--- src/rtl/imem_loader_pkg.sv ---
// Shared types and constants for the instruction-memory boot loader.
package imem_loader_pkg;

  localparam int unsigned LEN_BYTES  = 2;
  localparam int unsigned WORD_BYTES = 4;
  localparam int unsigned LEN_W      = 8 * LEN_BYTES;
  localparam int unsigned IDX_W      = $clog2(WORD_BYTES);
  localparam int unsigned PACK_W     = 8 * (WORD_BYTES - 1);

  typedef enum logic [2:0] {
    S_LEN0,
    S_LEN1,
    S_DATA,
    S_WRITE,
    S_CSUM,
    S_DONE,
    S_ERR
  } state_t;

endpackage

--- src/rtl/loader_byte_packer.sv ---
// Little-endian byte-to-word packer. word/word_full are combinational: they present
// the completed word in the same cycle the last byte is shifted in.
module loader_byte_packer
  import imem_loader_pkg::*;
(
  input  logic        clk,
  input  logic        rst,
  input  logic        shift,
  input  logic        clear,
  input  logic [7:0]  byte_in,
  output logic [31:0] word,
  output logic        word_full
);

  logic [IDX_W-1:0]  idx_q;
  logic [PACK_W-1:0] bytes_q;

  // Only the first three bytes need storage; the fourth comes straight from byte_in.
  assign word      = {byte_in, bytes_q};
  assign word_full = shift && (idx_q == IDX_W'(WORD_BYTES - 1));

  always_ff @(posedge clk) begin
    if (rst || clear) begin
      idx_q   <= '0;
      bytes_q <= '0;
    end else if (shift) begin
      idx_q   <= IDX_W'(idx_q + 1'b1);
      bytes_q <= {byte_in, bytes_q[PACK_W-1:8]};
    end
  end

endmodule

--- src/rtl/imem_loader.sv ---
// Boot-time instruction memory writer: length-prefixed byte stream -> 32-bit word writes.
// Define IMEM_LOADER_CHECKSUM_EN to require a trailing XOR checksum byte.
module imem_loader
  import imem_loader_pkg::*;
#(
  parameter int unsigned DEPTH  = 65536,
  parameter int unsigned ADDR_W = 32
) (
  input  logic              clk,
  input  logic              rst,
  input  logic              in_valid,
  input  logic [7:0]        in_data,
  output logic              in_ready,
  output logic              mem_we,
  output logic [ADDR_W-1:0] mem_addr,
  output logic [31:0]       mem_wdata,
  output logic [15:0]       words_loaded,
  output logic              done,
  output logic              error,
  output logic              cpu_hold
);

`ifdef IMEM_LOADER_CHECKSUM_EN
  localparam state_t S_TAIL = S_CSUM;
  logic [7:0] csum_q, csum_d;
`else
  localparam state_t S_TAIL = S_DONE;
`endif

  state_t            state_q, state_d;
  logic [7:0]        len_lo_q, len_lo_d;
  logic [LEN_W-1:0]  len_q, len_d, len_rx;
  logic [15:0]       words_d;
  logic              in_ready_d, mem_we_d, done_d, error_d, cpu_hold_d;
  logic [ADDR_W-1:0] mem_addr_d;
  logic [31:0]       mem_wdata_d;
  logic              accept, pk_shift, pk_clear, pk_full;
  logic [31:0]       pk_word;

  assign accept   = in_valid && in_ready;
  assign len_rx   = {in_data, len_lo_q};
  assign pk_shift = accept && (state_q == S_DATA);
  assign pk_clear = (state_q == S_LEN0);

  loader_byte_packer u_packer (
    .clk       (clk),
    .rst       (rst),
    .shift     (pk_shift),
    .clear     (pk_clear),
    .byte_in   (in_data),
    .word      (pk_word),
    .word_full (pk_full)
  );

  // Next-state and next-output logic; the write strobe is loaded on entry to S_WRITE.
  always_comb begin
    state_d     = state_q;
    len_lo_d    = len_lo_q;
    len_d       = len_q;
    words_d     = words_loaded;
    mem_we_d    = 1'b0;
    mem_addr_d  = mem_addr;
    mem_wdata_d = mem_wdata;
`ifdef IMEM_LOADER_CHECKSUM_EN
    csum_d      = csum_q;
    if (accept && (state_q inside {S_LEN0, S_LEN1, S_DATA})) begin
      csum_d = csum_q ^ in_data;
    end
`endif
    case (state_q)
      S_LEN0: begin
        if (accept) begin
          len_lo_d = in_data;
          state_d  = S_LEN1;
        end
      end
      S_LEN1: begin
        if (accept) begin
          len_d = len_rx;
          if (32'(len_rx) > DEPTH) begin
            state_d = S_ERR;
          end else if (len_rx == '0) begin
            state_d = S_TAIL;
          end else begin
            state_d = S_DATA;
          end
        end
      end
      S_DATA: begin
        if (pk_full) begin
          state_d     = S_WRITE;
          mem_we_d    = 1'b1;
          mem_addr_d  = ADDR_W'(words_loaded);
          mem_wdata_d = pk_word;
        end
      end
      S_WRITE: begin
        words_d = words_loaded + 16'd1;
        state_d = (words_d == len_q) ? S_TAIL : S_DATA;
      end
      S_CSUM: begin
`ifdef IMEM_LOADER_CHECKSUM_EN
        if (accept) begin
          state_d = (in_data == csum_q) ? S_DONE : S_ERR;
        end
`else
        state_d = S_ERR;
`endif
      end
      S_DONE:  state_d = S_DONE;
      S_ERR:   state_d = S_ERR;
      default: state_d = S_LEN0;
    endcase
    in_ready_d = (state_d inside {S_LEN0, S_LEN1, S_DATA, S_CSUM});
    done_d     = (state_d == S_DONE);
    error_d    = (state_d == S_ERR);
    cpu_hold_d = !done_d;
  end

  always_ff @(posedge clk) begin
    if (rst) begin
      state_q      <= S_LEN0;
      len_lo_q     <= '0;
      len_q        <= '0;
      words_loaded <= '0;
      in_ready     <= 1'b0;
      mem_we       <= 1'b0;
      mem_addr     <= '0;
      mem_wdata    <= '0;
      done         <= 1'b0;
      error        <= 1'b0;
      cpu_hold     <= 1'b1;
`ifdef IMEM_LOADER_CHECKSUM_EN
      csum_q       <= 8'h00;
`endif
    end else begin
      state_q      <= state_d;
      len_lo_q     <= len_lo_d;
      len_q        <= len_d;
      words_loaded <= words_d;
      in_ready     <= in_ready_d;
      mem_we       <= mem_we_d;
      mem_addr     <= mem_addr_d;
      mem_wdata    <= mem_wdata_d;
      done         <= done_d;
      error        <= error_d;
      cpu_hold     <= cpu_hold_d;
`ifdef IMEM_LOADER_CHECKSUM_EN
      csum_q       <= csum_d;
`endif
    end
  end

endmodule

--- config.mk ---
export PLATFORM = sky130hd
export DESIGN_NAME = imem_loader
export DESIGN_NICKNAME = d
export VERILOG_FILES = /design/src/rtl/imem_loader_pkg.sv /design/src/rtl/loader_byte_packer.sv /design/src/rtl/imem_loader.sv
export SDC_FILE = /design/constraint.sdc
export NUM_CORES = 1
export LEC_CHECK = 0
export ABC_AREA = 1
export BUFFER_PORTS_ARGS = -buffer_cell sky130_fd_sc_hd__clkbuf_2
export CELL_PAD_IN_SITES_DETAIL_PLACEMENT = 0
export CELL_PAD_IN_SITES_GLOBAL_PLACEMENT = 1
export CORE_UTILIZATION = 40
export DETAILED_ROUTE_END_ITERATION = 10
export PLACE_DENSITY = 0.84
export SYNTH_ARGS = -nofsm -noshare
export SYNTH_HDL_FRONTEND = slang
export SYNTH_SLANG_ARGS = --single-unit
export TNS_END_PERCENT = 20
--- constraint.sdc ---
create_clock -name clk -period 2.21 [get_ports clk]
set_input_delay 0.663 -clock clk [delete_from_list [all_inputs] [get_ports clk]]
set_output_delay 0.663 -clock clk [all_outputs]
set_load 0.005 [all_outputs]
==> summary.md <==
| Metric | Value |
|---|---|
| Mapped Cells | `704` |
| Nets@finish | `806` |
| Clock latency on the worst-skew pair | `roughly 420 ps` |
| Clock Tree Buf Depth | `2` |
| Post-synth top cells | `122 x dfxtp_1, 122 x nand2_1, 97 x a21oi_1, 96 x o21ai_0, 78 x inv_1` |
| Syn_area_per_cell | `7.37 sq um` |
| FF+latch count, synth | `122` |
| Antenna fix cells | `0` |
| CP Launch Type | `flop` |
| Most common cell on crit path | `nand2_1` |
| Post-synth top area cell | `dfxtp_1` |
| Initial antenna violation count | `0` |
| Int Pwr | `4.01 mW` |
| Flop pwr share | `a little over two fifths` |
| Area of the multi-input gates | `approximately 0.0023 sq mm` |
| Switching pwr | `between 1 and 1.5 mW` |
| Top post-synthesis cells by area | `dfxtp_1 47%, a21oi_1 9.4%, o21ai_0 9.3%` |
| Critical path endpoint category | `flop` |
| Worst Skew | `roughly 6.7 ps` |
| Hold path depth | `2` |
| DIE WIDTH | `about 120 um` |
| CP max stage cell | `dfxtp_1` |
| Critical Path Fanout Max | `5` |
| Layout cell share with drive strength beyond 1 | `about a fifth` |
| CP Cell Sequence | `ha_2 > nand2_4 > nor2_8 > nand4_1 > nand3_1 > nand2_1 > nor2_1 > nand2_1 > nor2_2 > nand3_2 > o21ai_2 > nor2_1 > nand2_1 > inv_1` |
| Gate power share | `under 10%` |
| Dpl cells | `between 900 and 1000` |
| CP delay by family, top | `simple AND/OR/NAND/NOR gates` |
| Mean routed wirelength per cell | `about 14 um` |
| Fillers | `between 1000 and 1500` |
| Pwr per Cell Area | `approximately 810 mW/mm^2` |
| Final Slew Violations | `0` |
| Buf/Inv on CP | `1` |
| Crit path depth | `14` |
| DRT Pass-1 Iters | `5` |
| Die area | `0.0134 sq mm` |
| Fmax | `498 MHz` |
| RSZ-0062 raised after global routing | `no` |
| Run status | `finished clean` |
| Setup CP Type | `flop to flop` |
| Tcrit/Tclk final | `between 90% and 100%` |
| Final setup viols | `0` |
| Post-DRT Antenna Nets | `0` |
| Clock buffer count from CTS | `17` |
| Worst VDD drop | `0.000475 V` |
| Root Driver | `clkbuf_16` |
| Synth top area share | `a little under half` |
| Clock power frac | `around 52%` |
| Worst Path Arrival | `approximately 2300 ps` |
| Storage cell area | `around 0.0024 sq mm` |
| DRT iter0 DRCs | `roughly 300` |
| I/O Pins | `96` |
| Area growth syn-to-layout | `23.5%` |
| Clock slew at the register clock pins of the worst setup and hold paths | `around 50 ps` |
| Primary FF master, synth | `dfxtp_1` |
| Routability cong. | `around 0.90` |
| Die H | `~120 um` |
| Placement row count | `between 40 and 50` |
| EDFF count, synth | `0` |
| Yosys warning total | `0` |
| Total congestion overflow | `0` |
| Number of global-route vias before repair | `4484` |
| CTS tree | `yes` |
| Req. time, crit path | `approximately 2500 ps` |
| Distinct cell type count of the synthesized netlist | `32` |
| Initial Utilization | `41.1%` |
| HP Class | `flop to flop` |
| Num Clock Sinks | `between 100 and 150` |
| Total track usage | `a little over a fifth` |
| Post-synthesis sequential area ratio | `47.1%` |
| Final Util | `slightly above 50%` |
| Final HPWL DP | `between 9000 and 10000 um` |
| Post-route DRC violation count | `0` |
| Lkg Pwr | `2.86 nW` |
| Mapped cell area | `0.00519 sq mm` |
| Port Buf Inserts | `slightly below 80` |
| Pin count of the biggest net entering global routing | `66` |
| First-pass GRT wire length | `around 22000 um` |
| Final setup TNS | `0 ps` |
| Worst hold slack | `between 400 and 500 ps` |
| Max incr delay on CP | `approximately 350 ps` |
| CTS H-tree depth | `4` |
| Sw Share | `22.2%` |
| R2r worst-path depth | `14` |
| Crit path time final | `approximately 2000 ps` |
| Non-Filler Instances | `about 980` |
| Total number of vias | `about 5000` |
| Ys async rst share | `0%` |
| Core footprint | `0.0126 sq mm` |
| Vias per inst | `5.02` |
| Final Hold Viols | `0` |
| Routed wire length | `13600 um` |
| Max_cap viols | `0` |
[final timing paths]
path,end,slack (ps),start
worst max-delay path,in_ready,200,words_loaded[0]
worst min-delay path,mem_wdata[7],460,u_packer.bytes_q[7]
worst max register to register,in_ready,200,words_loaded[0]
worst min register to register,mem_wdata[7],460,u_packer.bytes_q[7]
[per-stage QoR]
step	instance area (sq um)	setup WS, ps	power, mW
2_1_floorplan	5240	336	2.46
3_3_place_gp	5760	144	2.51
3_5_place_dp	5760	114	2.52
4_1_cts	6340	186	5.21
5_1_grt	6400	11.8	5.36
6_report	6400	201	5.16
[metal layers]
layer	global-route usage (%)	part of all wire (%)	vias up
li1	-	-	2473
met1	27.4	48	2270
met2	33.4	45	136
met3	5.81	5.2	21
met4	9.74	2.0	0
met5	0	0	-
[worst min-delay path: cells and delay by family (launching register included)]
family / cells / cell delay [ps]
AND/OR/NAND/NOR: 1 / 60
AO/OA/AOI/OAI: 1 / 50
flip-flops: 1 / 300
[sequential cells by signal (all words and copies together) (netlist names)]
name,cells
mem_we,1
in_ready,1
u_packer.bytes_q,24
mem_wdata,32
cpu_hold,1
words_loaded,16
error,1
u_packer.idx_q,2
state_q,3
mem_addr,16
len_lo_q,8
len_q,16
done,1
[power groups by stage]
stage,combinational (mW),sequential [mW],clock [mW]
2_1_floorplan,0.166,2.29,0
3_3_place_gp,0.212,2.30,0
3_5_place_dp,0.214,2.30,0
4_1_cts,0.215,2.25,2.74
5_1_grt,0.244,2.26,2.86
6_report,0.215,2.26,2.69
[cell type report]
cell class	count	area share, %
Sequential cell	122	38.2
Multi-Input combinational cell	468	35.4
Inverter	83	4.87
Timing Repair Buffer	101	9.14
Clock buffer	21	7.19
Tap cell	172	3.36
Clock inverter	10	1.84
[kinds of logic after synthesis]
| kind of cell | after synthesis | share of synthesized area [%] |
|---|---|---|
| other | 1 | 0.0723 |
| and+or+nand+nor | 249 | 22.1 |
| AOI/OAI and AO/OA | 200 | 19.6 |
| adders and majority gates | 2 | 0.482 |
| buffers and inverters | 130 | 10.7 |
| DFF | 122 | 47.1 |
[cells in the final DEF (no fill, tap or decap), drive strengths merged, types with 2 or more instances in the layout]
master	count
a21oi	97
buf	22
bufinv	2
clkbuf	100
clkinv	4
clkinvlp	4
conb	16
dfxtp	122
ha	2
inv	83
nand2	134
nand3	49
nand3b	6
nand4	9
nor2	45
nor3	2
nor4	4
o211ai	3
o21ai	98
[timing repair]
action | in CTS | in global routing
setup buffers | 0 | 5
hold buffers | 0 | 0
resized for setup | 0 | 6
setup endpoints to repair | 0 | 3
Note: power is estimated with default switching activity, not from simulation.
